==> config.mk <==
export PLATFORM = sky130hd
export DESIGN_NAME = rs_enc
export DESIGN_NICKNAME = d
export VERILOG_FILES = /design/src/rtl/gf_pkg.sv /design/src/rtl/rs_enc_lfsr.sv /design/src/rtl/rs_enc.sv
export SDC_FILE = /design/constraint.sdc
export NUM_CORES = 1
export LEC_CHECK = 0
export ABC_CLOCK_PERIOD_IN_PS = 2300
export CAP_MARGIN = 20
export CORE_UTILIZATION = 40
export DETAILED_ROUTE_END_ITERATION = 8
export PLACE_DENSITY = 0.65
export SLEW_MARGIN = 40
export SYNTH_ARGS = -nofsm -noshare
export SYNTH_HDL_FRONTEND = slang
export SYNTH_HIERARCHICAL = 1
export SYNTH_SLANG_ARGS = --single-unit
==> constraint.sdc <==
create_clock -name aclk -period 2.3 [get_ports aclk]
set_input_delay 0.23 -clock aclk [delete_from_list [all_inputs] [get_ports aclk]]
set_output_delay 0.23 -clock aclk [all_outputs]
set_load 0.05 [all_outputs]
==> src/rtl/gf_pkg.sv <==
// +----------------------------------------------------------------------------+
// | gf_pkg : GF(2^8) field constants, RS generator polynomial and multiplier  |
// | Rev 1.0                                                                   |
// +----------------------------------------------------------------------------+
`default_nettype none

package gf_pkg;

    localparam int SYMB_WIDTH = 8;
    localparam int T_VAL      = 8;
    localparam int ROOTS_NUM  = 2 * T_VAL;
    localparam int FCR        = 0;
    localparam logic [SYMB_WIDTH:0] PRIM_POLY = 9'h11D;

    typedef logic [SYMB_WIDTH-1:0]                 symb_t;
    typedef logic [ROOTS_NUM-1:0][SYMB_WIDTH-1:0]  gen_poly_t;

    typedef enum logic [0:0] {
        ST_DATA   = 1'b0,
        ST_PARITY = 1'b1
    } enc_state_t;

    function automatic symb_t gf_mult(input symb_t a, input symb_t b);
        symb_t acc;
        symb_t aa;
        acc = '0;
        aa  = a;
        for (int i = 0; i < SYMB_WIDTH; i++) begin
            if (b[i]) acc = acc ^ aa;
            aa = aa[SYMB_WIDTH-1] ? ((aa << 1) ^ PRIM_POLY[SYMB_WIDTH-1:0]) : (aa << 1);
        end
        return acc;
    endfunction

    // g(x) = prod (x + alpha^(FCR+i)); the monic top coefficient is implicit.
    function automatic gen_poly_t calc_gen_poly();
        logic [ROOTS_NUM:0][SYMB_WIDTH-1:0] g;
        symb_t root;
        g    = '0;
        g[0] = symb_t'(1);
        root = symb_t'(1);
        for (int i = 0; i < FCR; i++) root = gf_mult(root, symb_t'(2));
        for (int i = 0; i < ROOTS_NUM; i++) begin
            for (int j = ROOTS_NUM; j > 0; j--) g[j] = g[j-1] ^ gf_mult(g[j], root);
            g[0] = gf_mult(g[0], root);
            root = gf_mult(root, symb_t'(2));
        end
        return g[ROOTS_NUM-1:0];
    endfunction

    localparam gen_poly_t GEN_POLY = calc_gen_poly();

endpackage

`default_nettype wire

==> src/rtl/rs_enc_lfsr.sv <==
// +----------------------------------------------------------------------------+
// | rs_enc_lfsr : RS parity register with generator feedback and shift-out    |
// | Rev 1.0                                                                   |
// +----------------------------------------------------------------------------+
`default_nettype none

module rs_enc_lfsr
    import gf_pkg::*;
(
    input  logic  aclk,
    input  logic  aresetn,
    input  logic  clear,
    input  logic  load,
    input  logic  shift,
    input  symb_t din,
    output symb_t par_top
);

    gen_poly_t r_par;
    gen_poly_t w_load_next;
    symb_t     w_fb;

    assign w_fb = din ^ r_par[ROOTS_NUM-1];

    generate
        for (genvar j = 0; j < ROOTS_NUM; j++) begin : g_tap
            if (j == 0) begin : g_low
                assign w_load_next[j] = gf_mult(w_fb, GEN_POLY[j]);
            end else begin : g_mid
                assign w_load_next[j] = r_par[j-1] ^ gf_mult(w_fb, GEN_POLY[j]);
            end
        end
    endgenerate

    always_ff @(posedge aclk or negedge aresetn) begin
        if (!aresetn) begin
            r_par <= '0;
        end else if (clear) begin
            r_par <= '0;
        end else if (load) begin
            r_par <= w_load_next;
        end else if (shift) begin
            r_par <= {r_par[ROOTS_NUM-2:0], symb_t'(0)};
        end
    end

    assign par_top = r_par[ROOTS_NUM-1];

endmodule

`default_nettype wire

==> src/rtl/rs_enc.sv <==
// +----------------------------------------------------------------------------+
// | rs_enc : systematic Reed-Solomon encoder, message passthrough + parity    |
// | Rev 1.0                                                                   |
// +----------------------------------------------------------------------------+
`default_nettype none

module rs_enc
    import gf_pkg::*;
#(
    parameter int K_LEN = 239
) (
    input  logic                  aclk,
    input  logic                  aresetn,
    input  logic [SYMB_WIDTH-1:0] s_tdata,
    input  logic                  s_tvalid,
    input  logic                  s_tlast,
    output logic                  s_tready,
    output logic [SYMB_WIDTH-1:0] m_tdata,
    output logic                  m_tvalid,
    output logic                  m_tlast,
    input  logic                  m_tready,
    output logic                  frame_len_error
);

    localparam int CNT_W = $clog2(K_LEN);
    localparam int PAR_W = $clog2(ROOTS_NUM);

    enc_state_t       r_state;
    logic [CNT_W-1:0] r_msg_cnt;
    logic [PAR_W-1:0] r_par_cnt;

    logic  w_slot_free;
    logic  w_accept;
    logic  w_frame_end;
    logic  w_par_last;
    logic  w_par_shift;
    symb_t w_par_top;

    assign w_slot_free = ~m_tvalid | m_tready;
    assign s_tready    = aresetn & (r_state == ST_DATA) & w_slot_free;
    assign w_accept    = s_tvalid & s_tready;
    assign w_frame_end = s_tlast | (r_msg_cnt == CNT_W'(K_LEN - 1));
    assign w_par_last  = (r_par_cnt == PAR_W'(ROOTS_NUM - 1));
    assign w_par_shift = (r_state == ST_PARITY) & w_slot_free;

    rs_enc_lfsr u_lfsr (
        .aclk    (aclk),
        .aresetn (aresetn),
        .clear   (w_par_shift & w_par_last),
        .load    (w_accept),
        .shift   (w_par_shift),
        .din     (s_tdata),
        .par_top (w_par_top)
    );

    always_ff @(posedge aclk or negedge aresetn) begin
        if (!aresetn) begin
            r_state         <= ST_DATA;
            r_msg_cnt       <= '0;
            r_par_cnt       <= '0;
            m_tdata         <= '0;
            m_tvalid        <= 1'b0;
            m_tlast         <= 1'b0;
            frame_len_error <= 1'b0;
        end else begin
            frame_len_error <= 1'b0;
            case (r_state)
                ST_DATA: begin
                    if (w_accept) begin
                        m_tdata  <= s_tdata;
                        m_tvalid <= 1'b1;
                        m_tlast  <= 1'b0;
                        if (w_frame_end) begin
                            // Forced end: remaining input symbols open a new frame.
                            r_state         <= ST_PARITY;
                            r_par_cnt       <= '0;
                            r_msg_cnt       <= '0;
                            frame_len_error <= ~s_tlast;
                        end else begin
                            r_msg_cnt <= r_msg_cnt + 1'b1;
                        end
                    end else if (m_tready) begin
                        m_tvalid <= 1'b0;
                        m_tlast  <= 1'b0;
                    end
                end
                ST_PARITY: begin
                    if (w_slot_free) begin
                        m_tdata   <= w_par_top;
                        m_tvalid  <= 1'b1;
                        m_tlast   <= w_par_last;
                        r_par_cnt <= r_par_cnt + 1'b1;
                        if (w_par_last) r_state <= ST_DATA;
                    end
                end
                default: r_state <= ST_DATA;
            endcase
        end
    end

endmodule

`default_nettype wire

==> results.sh <==
export IMPL_dieArea_sq_um=25200
export IMPL_yosys_area_top_type_share=0.387
export IMPL_synth_avg_cell_area_sq_um=10.6
export IMPL_clkTransAtPathRegs_ns=0.07
export IMPL_antenna_found_initial=0
export IMPL_async_flop_share=1.00
export IMPL_layout_drive_gt1_share=0.220
export IMPL_power_density_nw_per_um2=1870
export IMPL_outcome="completed"
export IMPL_num_rows=57
export IMPL_start_kind="flop"
export IMPL_rsz0062_at_grt="true"
export IMPL_drt_total_wl_mm=25.7
export IMPL_die_h_microns=159
export IMPL_wl_per_cell_microns=18.7
export IMPL_finalMaxSlewViolations=0
export IMPL_cp_end_kind="flop"
export IMPL_fin_ws_ns=0.0535
export IMPL_r2r_end="u_lfsr/r_par[98]$_DFFE_PN0P_"
export IMPL_setup_viol=0
export IMPL_final_nets=1055
export IMPL_reg2reg_depth=7
export IMPL_layout_cells_non_filler=1376
export IMPL_mostFrequentLayoutCells="dfrtp_1 (151), a211oi_1 (144), buf_4 (125)"
export IMPL_io_buffers=24
export IMPL_yosys_area_top_type="dfrtp_1"
export IMPL_cts_tree="done"
export IMPL_intPower_w=0.0134
export IMPL_synth_top_family_by_area="XOR/XNOR gates"
export IMPL_wl_met3_mm=1.07
export IMPL_topRoutingLayerUsed="met4"
export IMPL_synth_mux_area_frac=0.00814
export IMPL_clockRootBuffer="clkbuf_16"
export IMPL_drt_iter0_drc=462
export IMPL_critical_path_class="flop to flop"
export IMPL_cp_endpoint="u_lfsr/r_par[98]$_DFFE_PN0P_"
export IMPL_grt_ovfl_total=0
export IMPL_tightest_slew_ns=0.720
export IMPL_synth_cell_type_count=58
export IMPL_synth_nets=943
export IMPL_drt_met1_wl_mm=12.2
export IMPL_synth_compound_area_frac=0.169
export IMPL_numCtsBuffers=17
export IMPL_cp_data_required_time_ns=2.61
export IMPL_final_util=0.501
export IMPL_max_slew_margin_rel=0.517
export IMPL_dp_cells=1339
export IMPL_synth_flop_cell="dfrtp_1"
export IMPL_synthAdderAreaFrac=0.00381
export IMPL_netlist_area_sq_um=9840
export IMPL_hp_class="input port to async pin"
export IMPL_cts_buffer_depth=2
export IMPL_grtUsageTotal=0.215
export IMPL_yosys_area_share_xor_xnor=0.286
export IMPL_pwr_share_seq=0.205
export IMPL_n_antenna_cell=0
export IMPL_ys_seq_elements=152
export IMPL_ant_nets=0
export IMPL_reg2reg_slack_ns=0.05
export IMPL_start_util=0.406
export IMPL_grt_pass1_vias=7345
export IMPL_clk_latency_ns=0.44
export IMPL_gp_congestion=0.811
export IMPL_finalCriticalPeriod_ns=2.25
export IMPL_die_x_microns=159
export IMPL_clkSinkCount=152
export IMPL_htreeDepth=4
export IMPL_slowest_delay_ns=0.47
export IMPL_path_cells="xnor2_2, buf_4, xnor3_2, xnor3_1, nand2_1, xor2_1, o21ai_1"
export IMPL_dp_slack_ns=-0.300
export IMPL_max_freq_ghz=0.445
export IMPL_vias=7308
export IMPL_crit_slowest_cell="xnor2_2"
export IMPL_first_pass_iters=5
export IMPL_wl_met2_mm=12.0
export IMPL_hold_viol=0
export IMPL_fin_skew_ns=0.0125
export IMPL_netlist_instances=927
export IMPL_yosys_warnings=6
export IMPL_ys_top_cells_by_area="dfrtp_1 (39%), a211oi_1 (11%), xor2_1 (8.7%)"
export IMPL_fin_crit_sh=0.977
export IMPL_core_area_sq_um=24200
export IMPL_via_per_inst=5.31
export IMPL_switching_share=0.412
export IMPL_critPathLaunch="u_lfsr/par_top[7]$_DFFE_PN0P_"
export IMPL_drc=0
export IMPL_synth_simple_area_share=0.108
export IMPL_hpwl_mm=17.7
export IMPL_p_leak_nw=5.13
export IMPL_clockPowerShare=0.132
export IMPL_syn2layout_area_growth_pct=23.5
export IMPL_ios=25
export IMPL_synth_edf_count=0
export IMPL_drv_cap=0
export IMPL_grt_max_degree=88
export IMPL_timing_rr_start="u_lfsr/par_top[7]$_DFFE_PN0P_"
export IMPL_switchingPower_w=0.00937
export IMPL_arrival_ns=2.55
export IMPL_grt_pass1_wl_mm=42.2
export IMPL_power_frac_comb=0.663
export IMPL_ys_seq_area_frac=0.387
export IMPL_mostFrequentLayoutCell="dfrtp_1"
export IMPL_irDropWorstVdd_uv=732
export IMPL_path_max_fanout=5
[layer usage]
layer	track usage	vias up
met5	0	-
met4	0.0547	0
met3	0.0376	30
met2	0.336	148
met1	0.305	3664
li1	-	3466
[Yosys cell counts, types with 3 or more instances]
cell type / instances
xnor2_4: 10
a211oi_1: 144
xnor2_1: 91
inv_1: 8
or4_1: 3
nand3_1: 16
xnor3_2: 4
xor2_2: 3
xnor2_2: 14
nand2_1: 85
xor3_1: 4
nor3_1: 4
a31oi_1: 3
clkbuf_1: 55
a22o_1: 8
a21oi_1: 3
dfrtp_1: 152
mux2i_1: 8
o21ai_1: 19
nor2b_1: 74
ha_1: 3
buf_4: 12
xor2_1: 98
buf_2: 5
o21ai_0: 40
xnor3_1: 16
o22ai_1: 4
[power groups by stage]
stage               Combinational [W]  Clock [W]  Sequential, W
global placement               0.0147          0        0.00465
global route                   0.0161    0.00317        0.00479
CTS                            0.0150    0.00306        0.00465
detailed placement             0.0149          0        0.00468
floorplan                     0.00956          0        0.00465
finish                         0.0151    0.00300        0.00466
[per-stage QoR]
step / cell area (sq um) / hold slack, ns / setup TNS [ns] / total power, W
after detailed placement: 11500 / 0.274 / -12.98 / 0.0195
after global routing: 12200 / 0.387 / -0.140 / 0.0241
after floorplan: 9850 / -0.0656 / -1.11 / 0.0142
after CTS: 12100 / 0.378 / 0 / 0.0227
final: 12200 / 0.349 / 0 / 0.0227
after global placement: 11500 / 0.481 / -12.62 / 0.0193
[timing repair]
| action | CTS | global route |
|---|---|---|
| endpoints found under the setup margin | 2 | 16 |
| hold endpoints to repair | 65 | 0 |
| resized for setup | 1 | 1 |
| setup buffers | 0 | 4 |
| hold buffers | 1 | 0 |
| pin swaps | 0 | 4 |
[cells by family after synthesis]
kind of cell / count (synthesis)
XOR/XNOR: 242
flip-flops: 152
adder cells (fa/ha/maj): 3
multiplexers: 8
AO/OA/AOI/OAI: 236
AND/OR/NAND/NOR: 201
buffers and inverters: 85
[state kept, by name (all words and copies together) (netlist names)]
signal	flops
m_tvalid	1
r_state	1
r_msg_cnt	8
m_tlast	1
frame_len_error	1
u_lfsr/r_par	120
r_par_cnt	4
m_tdata	8
u_lfsr/par_top	8
[final cells by class]
| cell class | instances | area, sq um |
|---|---|---|
| fill | 2201 | 12100 |
| multi-input combinational | 690 | 5690 |
| sequential | 152 | 3800 |
| timing repair buffer | 169 | 1590 |
| clock buffer | 20 | 457 |
| tap | 324 | 405 |
| clock inverter | 12 | 166 |
| inverter | 9 | 41.3 |
[worst max-delay path, delay by kind of cell, from the launching register on]
| family | cells | cell delay (ns) |
|---|---|---|
| and+or+nand+nor | 1 | 0.09 |
| xor gates and xnor gates | 4 | 1.29 |
| buffers and inverters | 1 | 0.26 |
| AOI/OAI and AO/OA | 1 | 0.07 |
| DFF | 1 | 0.42 |
[how the worst min path moves through the flow]
stage	startpoint	slack (ns)	endpoint	cells past startpoint
3_3_place_gp	aresetn	0.48	r_msg_cnt[6]$_DFFE_PN0P_	2
6_report	aresetn	0.35	r_msg_cnt[3]$_DFFE_PN0P_	3
5_1_grt	aresetn	0.39	r_msg_cnt[6]$_DFFE_PN0P_	3
3_5_place_dp	aresetn	0.27	r_msg_cnt[6]$_DFFE_PN0P_	2
4_1_cts	aresetn	0.38	r_msg_cnt[6]$_DFFE_PN0P_	3
2_1_floorplan	aresetn	-0.07	frame_len_error$_DFF_PN0_	0
Power figures use the tool's default switching activity.
